===== config.mk =====
export PLATFORM = sky130hd
export DESIGN_NAME = func_cmd_sequencer
export DESIGN_NICKNAME = d
export VERILOG_FILES = /design/src/rtl/func_seq_pkg.sv /design/src/rtl/func_cmd_sequencer.sv
export SDC_FILE = /design/constraint.sdc
export NUM_CORES = 1
export LEC_CHECK = 0
export ABC_CLOCK_PERIOD_IN_PS = 8350
export CORE_MARGIN = 5
export CORE_UTILIZATION = 49
export CTS_BUF_LIST = sky130_fd_sc_hd__clkbuf_4
export CTS_CLUSTER_DIAMETER = 80
export DETAILED_ROUTE_END_ITERATION = 10
export PLACE_DENSITY_LB_ADDON = 0.15
export SLEW_MARGIN = 30
export SYNTH_ARGS = -nofsm -noshare
export SYNTH_HDL_FRONTEND = slang
export SYNTH_SLANG_ARGS = --single-unit

===== constraint.sdc =====
create_clock -name clk -period 8.35 [get_ports clk]
set_input_delay 1.67 -clock clk [delete_from_list [all_inputs] [get_ports clk]]
set_output_delay 1.67 -clock clk [all_outputs]
set_load 0.03 [all_outputs]

===== src/rtl/func_seq_pkg.sv =====
// Shared constants, state encoding and word-packing helpers for the
// function-processor command sequencer.
package func_seq_pkg;

  // Host command opcodes
  localparam logic [1:0] OP_ARITH   = 2'd0;
  localparam logic [1:0] OP_SORT    = 2'd1;
  localparam logic [1:0] OP_PARITY  = 2'd2;
  localparam logic [1:0] OP_ILLEGAL = 2'd3;

  // Function-processor mode codes
  localparam logic [1:0] MODE_ARITH  = 2'd0;
  localparam logic [1:0] MODE_SORT   = 2'd1;
  localparam logic [1:0] MODE_PARITY = 2'd2;
  localparam logic [1:0] MODE_CLEAR  = 2'd3;

  // Sorter load strobe position inside the processor input word
  localparam int unsigned SORT_EN_BIT = 8;

  typedef enum logic [2:0] {
    StIdle,
    StDrive,
    StClear,
    StLoad,
    StSettle,
    StResp
  } seq_state_e;

  // Arith operands {op, op2, op1} occupy the low 18 bits of the input word.
  function automatic logic [31:0] arith_word(input logic [63:0] arg);
    return {14'd0, arg[17:0]};
  endfunction

  // One sorter load: data byte plus the load strobe.
  function automatic logic [31:0] load_word(input logic [7:0] data);
    logic [31:0] w;
    w = '0;
    w[7:0] = data;
    w[SORT_EN_BIT] = 1'b1;
    return w;
  endfunction

endpackage


===== src/rtl/func_cmd_sequencer.sv =====
// Initiator for the function-processor register interface: accepts one host
// command, drives mode/input word cycle by cycle, captures both result
// registers after a settle period and returns them on a response handshake.
module func_cmd_sequencer
  import func_seq_pkg::*;
#(
  parameter int unsigned SORT_N = 8,
  parameter int unsigned SETTLE = 1
) (
  input  logic        clk,
  input  logic        rst,
  input  logic        cmd_valid,
  output logic        cmd_ready,
  input  logic [1:0]  cmd_op,
  input  logic [63:0] cmd_arg,
  output logic [1:0]  fp_mode,
  output logic [31:0] fp_in_data,
  input  logic [31:0] fp_reg2,
  input  logic [31:0] fp_reg3,
  output logic        rsp_valid,
  input  logic        rsp_ready,
  output logic [63:0] rsp_data,
  output logic        rsp_err
);

  // Terminal counts for the shared 4-bit cycle counter
  localparam logic [3:0] DriveLast  = 4'(SETTLE);
  localparam logic [3:0] SettleLast = 4'(SETTLE - 1);
  localparam logic [3:0] LoadLast   = 4'(SORT_N - 1);

  seq_state_e  state_q, state_d;
  logic [3:0]  cnt_q, cnt_d;
  logic [63:0] arg_q, arg_d;
  logic        cmd_ready_q, cmd_ready_d;
  logic [1:0]  fp_mode_q, fp_mode_d;
  logic [31:0] fp_in_data_q, fp_in_data_d;
  logic        rsp_valid_q, rsp_valid_d;
  logic [63:0] rsp_data_q, rsp_data_d;
  logic        rsp_err_q, rsp_err_d;

  logic accept;
  assign accept = cmd_valid && cmd_ready_q;

  // Next-state and registered-output logic for the whole sequence
  always_comb begin
    state_d      = state_q;
    cnt_d        = cnt_q;
    arg_d        = arg_q;
    cmd_ready_d  = cmd_ready_q;
    fp_mode_d    = fp_mode_q;
    fp_in_data_d = fp_in_data_q;
    rsp_valid_d  = rsp_valid_q;
    rsp_data_d   = rsp_data_q;
    rsp_err_d    = rsp_err_q;

    unique case (state_q)
      StIdle: begin
        // Ready rises one cycle after reset release or after a response.
        cmd_ready_d = 1'b1;
        if (accept) begin
          cmd_ready_d = 1'b0;
          arg_d       = cmd_arg;
          cnt_d       = '0;
          unique case (cmd_op)
            OP_ARITH: begin
              state_d      = StDrive;
              fp_mode_d    = MODE_ARITH;
              fp_in_data_d = arith_word(cmd_arg);
            end
            OP_PARITY: begin
              state_d      = StDrive;
              fp_mode_d    = MODE_PARITY;
              fp_in_data_d = cmd_arg[31:0];
            end
            OP_SORT: begin
              state_d      = StClear;
              fp_mode_d    = MODE_CLEAR;
              fp_in_data_d = '0;
            end
            default: begin
              // Illegal opcode: respond at once, processor left idle.
              state_d     = StResp;
              rsp_valid_d = 1'b1;
              rsp_data_d  = '0;
              rsp_err_d   = 1'b1;
            end
          endcase
        end
      end

      StDrive: begin
        if (cnt_q == DriveLast) begin
          state_d      = StResp;
          rsp_valid_d  = 1'b1;
          rsp_data_d   = {fp_reg3, fp_reg2};
          rsp_err_d    = 1'b0;
          fp_mode_d    = MODE_ARITH;
          fp_in_data_d = '0;
        end else begin
          cnt_d = cnt_q + 4'd1;
        end
      end

      StClear: begin
        // Bytes are presented LSB first; arg_q is shifted down as they go.
        state_d      = StLoad;
        cnt_d        = '0;
        fp_mode_d    = MODE_SORT;
        fp_in_data_d = load_word(arg_q[7:0]);
        arg_d        = arg_q >> 8;
      end

      StLoad: begin
        if (cnt_q == LoadLast) begin
          state_d      = StSettle;
          cnt_d        = '0;
          fp_in_data_d = '0;
        end else begin
          cnt_d        = cnt_q + 4'd1;
          fp_in_data_d = load_word(arg_q[7:0]);
          arg_d        = arg_q >> 8;
        end
      end

      StSettle: begin
        if (cnt_q == SettleLast) begin
          state_d      = StResp;
          rsp_valid_d  = 1'b1;
          rsp_data_d   = {fp_reg3, fp_reg2};
          rsp_err_d    = 1'b0;
          fp_mode_d    = MODE_ARITH;
          fp_in_data_d = '0;
        end else begin
          cnt_d = cnt_q + 4'd1;
        end
      end

      StResp: begin
        // rsp_data/rsp_err keep their value after the handshake.
        if (rsp_ready) begin
          state_d     = StIdle;
          rsp_valid_d = 1'b0;
          cmd_ready_d = 1'b1;
        end
      end

      default: begin
        state_d     = StIdle;
        cmd_ready_d = 1'b0;
      end
    endcase
  end

  // State and output registers, cleared asynchronously by rst
  always_ff @(posedge clk or posedge rst) begin
    if (rst) begin
      state_q      <= StIdle;
      cnt_q        <= '0;
      arg_q        <= '0;
      cmd_ready_q  <= 1'b0;
      fp_mode_q    <= '0;
      fp_in_data_q <= '0;
      rsp_valid_q  <= 1'b0;
      rsp_data_q   <= '0;
      rsp_err_q    <= 1'b0;
    end else begin
      state_q      <= state_d;
      cnt_q        <= cnt_d;
      arg_q        <= arg_d;
      cmd_ready_q  <= cmd_ready_d;
      fp_mode_q    <= fp_mode_d;
      fp_in_data_q <= fp_in_data_d;
      rsp_valid_q  <= rsp_valid_d;
      rsp_data_q   <= rsp_data_d;
      rsp_err_q    <= rsp_err_d;
    end
  end

  assign cmd_ready  = cmd_ready_q;
  assign fp_mode    = fp_mode_q;
  assign fp_in_data = fp_in_data_q;
  assign rsp_valid  = rsp_valid_q;
  assign rsp_data   = rsp_data_q;
  assign rsp_err    = rsp_err_q;

endmodule


==> flow_summary.json, run 1 <==
{
  "io_pins": 235,
  "cts_tree": "done",
  "r2r_slack_ns": 5.68,
  "avgSynthCellArea_sq_um": 11.1,
  "synth_flop_cell": "dfrtp_1",
  "grtUsageTotal": 0.216,
  "endpoint": "fp_in_data[0]",
  "clkPwrFrac": 0.101,
  "clockBufferDepth": 2,
  "cts_num_sinks": 172,
  "drv_cap": 0,
  "drc_errors": 0,
  "power_per_cell_area_mw_per_mm2": 433,
  "cts_buffers": 17,
  "ys_ff_latch": 172,
  "grt_max_degree": 103,
  "initial_core_util": 0.500,
  "finalSetupViolCount": 0,
  "arrival_ns": 3.87,
  "clk_pin_slew_ns": 0.13,
  "dr_total_vias": 5955,
  "cts_hold_buf": 0,
  "switchingPower_mw": 1.93,
  "crit_fanout": 18,
  "fp.dieH_microns": 135,
  "endpoint_kind": "flip-flop",
  "ir_worst_vdd_uv": 257,
  "nets": 1043,
  "drt_first_pass_iters": 5,
  "tns_ns": 0,
  "worstHoldStart": "rsp_valid",
  "power_mw": 4.51,
  "syn_nets": 829,
  "wire_per_inst_microns": 17.5,
  "yosys.cell_types.count": 47,
  "port_buffers": 234,
  "p_seq_frac": 0.334,
  "grt_overflow": 0,
  "routed_wl_microns": 19700,
  "critical_path_class": "in2reg",
  "timing.rr.start": "state_q[1]",
  "worst_pin_slew_ns": 0.839,
  "h-tree-depth": 4,
  "hold_violations": 0,
  "swShare": 0.427,
  "slew_violations": 0,
  "status": "completed",
  "p_leak_nw": 4.71,
  "die_w_microns": 135,
  "synth-edff-count": 0,
  "worstSetupStartpoint": "cmd_op[1]",
  "dieArea_sq_mm": 0.0182,
  "max_freq_mhz": 292,
  "ys.warnings.count": 0,
  "synth-async-reset-ratio": 1.00,
  "power.internal_mw": 2.58,
  "startpoint_type": "input pin",
  "cts-root-buf": "clkbuf_4",
  "r2r_cells": 4,
  "num_rows": 45,
  "antenna_found_initial": 1,
  "drive_above_1_share": 0.153,
  "area_delta_synth_final_pct": 36.6,
  "avgViaCountPerCell": 5.29,
  "clk_latency_ns": 0.56,
  "rsz0062_at_grt": "no",
  "drt.antenna.violating_nets": 0,
  "drtIter0Drc": 352,
  "grt_pass1_wl_microns": 31600,
  "required_ns": 8.80,
  "rr_endpoint": "rsp_data[61]",
  "cts-resized-gates": 0,
  "period_share": 0.410,
  "clock_skew_ns": 0.0186,
  "grt_pass1_vias": 6168,
  "power_frac_comb": 0.564,
  "slew_headroom": 0.441,
  "synthCells": 688,
  "hpwl_microns": 14200,
  "cts_setup_buffers": 0,
  "hold_path_class": "reg2reg",
  "synth_area_sq_mm": 0.00764,
  "gp_congestion": 0.795,
  "seq_area_frac_synth": 0.564,
  "fp.coreArea_sq_mm": 0.0153,
  "period_needed_ns": 3.42
}
==> critical path, cell delays in order <==
cell,delay [ns]
clkdlybuf4s50_1,0.51
inv_1,0.08
ha_1,0.27
inv_1,0.05
o22ai_2,0.68
a2bb2o_1,0.34
mux2_2,0.25
==> through the flow <==
| stage | cell area, sq um | util | setup slack, ns | hold WS (ns) | instances |
|---|---|---|---|---|---|
| floorplan | 7640 | - | 2.02 | 0.473 | 688 |
| global placement | 10100 | 0.662 | 4.31 | 0.480 | 1092 |
| detailed placement | 10200 | 0.666 | 4.36 | 0.489 | 1094 |
| CTS | 10400 | 0.683 | 4.87 | 0.519 | 1125 |
| global route | 10400 | 0.684 | 4.82 | 0.534 | 1126 |
| finish | 10400 | 0.684 | 4.93 | 0.518 | 1126 |
==> power groups by stage <==
stage	Combinational [mW]	Clock (mW)	Sequential, mW
2_1_floorplan	1.40	0	1.86
3_3_place_gp	2.46	0	1.51
3_5_place_dp	2.56	0	1.53
4_1_cts	2.57	0.472	1.51
5_1_grt	2.73	0.505	1.56
6_report	2.55	0.457	1.51
==> state kept, by name, indices dropped and copies added, names as in the netlist <==
register	cells
rsp_valid	1
cnt_q	4
arg_q	64
fp_mode	2
fp_in_data	32
rsp_err	1
cmd_ready	1
rsp_data	64
state_q	3
==> final cells by class <==
type / instances / area, sq um
Antenna cell: 1 / 2.50
Clock buffer: 18 / 135
Clock inverter: 13 / 126
Fill cell: 1189 / 4830
Inverter: 12 / 52.6
Multi-Input combinational cell: 458 / 3110
Sequential cell: 172 / 4310
Tap cell: 211 / 264
Timing Repair Buffer: 241 / 2440
==> layout by cell type (no fill, tap or decap), types with 3 or more instances in the layout <==
cell             instances
clkinv_2                 3
buf_4                    4
a22o_1                  64
inv_1                   11
clkbuf_4                18
o31ai_1                 10
nand3_1                  3
a21oi_1                  5
nand2_1                182
o21ai_0                 18
nor2_1                  30
mux2_2                  88
o2bb2ai_1                7
nor3_1                   3
clkdlybuf4s50_1        234
dfrtp_1                171
clkinvlp_4               3
ha_1                     7
o22ai_1                  3
clkinv_1                 3
==> Yosys cell counts (3+ instances only) <==
cell type / instances / area share
nor2_1: 31 / 0.015
dfrtp_1: 172 / 0.56
o31ai_1: 10 / 0.0098
nor3_1: 4 / 0.0026
buf_1: 6 / 0.0029
o21ai_0: 19 / 0.012
a22o_1: 64 / 0.073
nand2_1: 182 / 0.089
buf_2: 15 / 0.0098
ha_1: 7 / 0.011
o22ai_1: 3 / 0.0025
nand3_1: 3 / 0.0020
mux2_2: 88 / 0.13
inv_1: 12 / 0.0059
buf_6: 4 / 0.0059
o2bb2ai_1: 7 / 0.0080
a21oi_1: 5 / 0.0033
clkbuf_1: 20 / 0.0098
==> logic make-up (layout without fill, tap and decap cells) <==
kind of cell	Yosys count	in the layout	share of synthesized area
simple gates	237	237	0.129
flops	172	172	0.564
compound gates	123	123	0.127
mux	90	90	0.132
buf+inv	58	284	0.0354
fa+ha+maj	7	7	0.0115
xor+xnor	1	1	0.00115
other cells	0	1	0
==> layer usage <==
metal / GRT usage / up-vias / wire (microns)
met5: 0 / - / 0
met4: 0.0690 / 0 / 336
met3: 0.0548 / 24 / 1550
met2: 0.351 / 221 / 9550
met1: 0.285 / 2886 / 8300
li1: - / 2824 / -
==> worst min path at each step <==
stage / cells past startpoint / slack [ns] / to
floorplan: 1 / 0.47 / arg_q[0]
global placement: 2 / 0.48 / rsp_valid
detailed placement: 2 / 0.49 / rsp_valid
CTS: 2 / 0.52 / rsp_valid
global route: 1 / 0.53 / rsp_data[18]
finish: 2 / 0.52 / rsp_valid
No activity file was read; power rests on OpenSTA's default activity.
==> run 2, diff against run 1 <==
--- a/config.mk
+++ b/config.mk
@@ -5,9 +5,9 @@
 export SDC_FILE = /design/constraint.sdc
 export NUM_CORES = 1
 export LEC_CHECK = 0
-export ABC_CLOCK_PERIOD_IN_PS = 8350
+export ABC_CLOCK_PERIOD_IN_PS = 2700
 export CORE_MARGIN = 5
-export CORE_UTILIZATION = 49
+export CORE_UTILIZATION = 44
 export CTS_BUF_LIST = sky130_fd_sc_hd__clkbuf_4
 export CTS_CLUSTER_DIAMETER = 80
 export DETAILED_ROUTE_END_ITERATION = 10
==> constraint.sdc (replaced) <==
create_clock -name clk -period 2.7 [get_ports clk]
set_input_delay 0.54 -clock clk [delete_from_list [all_inputs] [get_ports clk]]
set_output_delay 0.54 -clock clk [all_outputs]
set_load 0.03 [all_outputs]
==> flow_summary.json, run 2 (synthesis gave the netlist of run 1 again) <==
{
  "area_delta_synth_final_pct": 38.8,
  "arrival_ns": 2.78,
  "hold_violations": 0,
  "r2r_slack_ns": 0.37,
  "finalSetupViolCount": 0,
  "rr_endpoint": "rsp_data[24]",
  "startpoint_type": "flip-flop",
  "drtIter0Drc": 271,
  "port_buffers": 234,
  "worst_pin_slew_ns": 0.693,
  "tns_ns": 0,
  "timing.rr.start": "state_q[0]",
  "initial_core_util": 0.445,
  "r2r_cells": 5,
  "ir_worst_vdd_uv": 715,
  "fp.dieH_microns": 142,
  "grt_overflow": 0,
  "cts_buffers": 17,
  "cts-root-buf": "clkbuf_4",
  "drt.antenna.violating_nets": 0,
  "period_share": 0.864,
  "period_needed_ns": 2.33,
  "rsz0062_at_grt": "no",
  "hpwl_microns": 14800,
  "preCtsSetupSlack_ns": 0.152,
  "max_freq_mhz": 429,
  "crit_fanout": 65,
  "gp_congestion": 0.845,
  "antenna_found_initial": 1,
  "wire_per_inst_microns": 17.5,
  "routed_wl_microns": 20200,
  "cts_num_sinks": 172,
  "io_pins": 235,
  "fp.coreArea_sq_mm": 0.0172,
  "clockBufferDepth": 2,
  "slew_violations": 0,
  "drv_cap": 0,
  "dr_total_vias": 6014,
  "worstSetupStartpoint": "state_q[0]",
  "grt_pass1_vias": 6471,
  "dieArea_sq_mm": 0.0201,
  "avgViaCountPerCell": 5.21,
  "final_common_cell": "clkdlybuf4s50_1",
  "grt_pass1_wl_microns": 33400,
  "endpoint_kind": "flip-flop",
  "required_ns": 3.15,
  "finish.utilization": 0.617,
  "final_cell_mix": "clkdlybuf4s50_1 (234), nand2_1 (182), dfrtp_1 (172), mux2_2 (88), a22o_1 (64)",
  "setup_slack_ns": 0.367,
  "slew_headroom": 0.538,
  "grtUsageTotal": 0.207,
  "drive_above_1_share": 0.165,
  "power_per_cell_area_mw_per_mm2": 1340,
  "die_w_microns": 142,
  "drt_first_pass_iters": 6,
  "cts_setup_buffers": 0,
  "p_leak_nw": 4.79,
  "nets": 1056,
  "num_rows": 48,
  "cts_hold_buf": 0,
  "holdWs_ns": 0.407,
  "grt_max_degree": 67,
  "cts_tree": "done",
  "clk_pin_slew_ns": 0.14,
  "cts-resized-gates": 0,
  "drc_errors": 0,
  "status": "completed",
  "clock_skew_ns": 0.0241,
  "hold_path_class": "in2async",
  "critical_path_class": "reg2reg",
  "clk_latency_ns": 0.57,
  "h-tree-depth": 4
}
==> run 2: changes by cell type in the layout (fill, tap and decap cells not counted), moves of 2 or more <==
cell,delta
clkinv_4,+4
buf_12,+7
buf_16,-2
buf_4,+9
clkinv_2,-2
clkinv_1,-2
==> run 2: how the worst max path moves through the flow <==
stage	slack [ns]	end	depth (start not counted)
2_1_floorplan	-0.04	arg_q[0]	1
3_3_place_gp	0.20	fp_in_data[26]	8
3_5_place_dp	0.15	fp_in_data[23]	8
4_1_cts	0.37	rsp_data[24]	5
5_1_grt	0.23	rsp_data[20]	5
6_report	0.37	rsp_data[24]	5
==> run 2: per-stage QoR <==
stage,total power [mW],cells,area (sq um)
after global routing,15.2,1154,10600
after floorplan,10.1,688,7640
after global placement,12.6,1121,10300
after CTS,14.4,1153,10600
after detailed placement,12.8,1121,10300
final,14.2,1154,10600
==> run 2: cell type report <==
class	count	area (sq um)
inverters	12	48.8
flip-flops and latches	172	4300
well taps	225	282
diodes	1	2.50
repair buffers	254	2580
multi-input cells	458	3100
fillers	1397	6580
clock buffers	19	143
clock inverters	13	144
==> run 2: report_power, final <==
part	switching (mW)	internal, mW
Clock	0.906	0.574
Combinational	4.38	3.75
Sequential	0.738	3.85
==> run 2: critical path, cell delays in order, from the launching register on <==
cell	delay [ns]
dfrtp_1	0.58
or3b_2	0.54
o32ai_2	0.32
nor3_2	0.10
buf_4	0.34
a22o_1	0.28
==> run 2: per-layer routing <==
layer,up-vias,track usage,part of all wire,routed length [microns]
li1,2844,-,-,-
met5,-,0,0,0
met3,36,0.0462,0.064,1290
met1,2942,0.259,0.41,8340
met4,0,0.0758,0.026,529
met2,192,0.352,0.50,10000
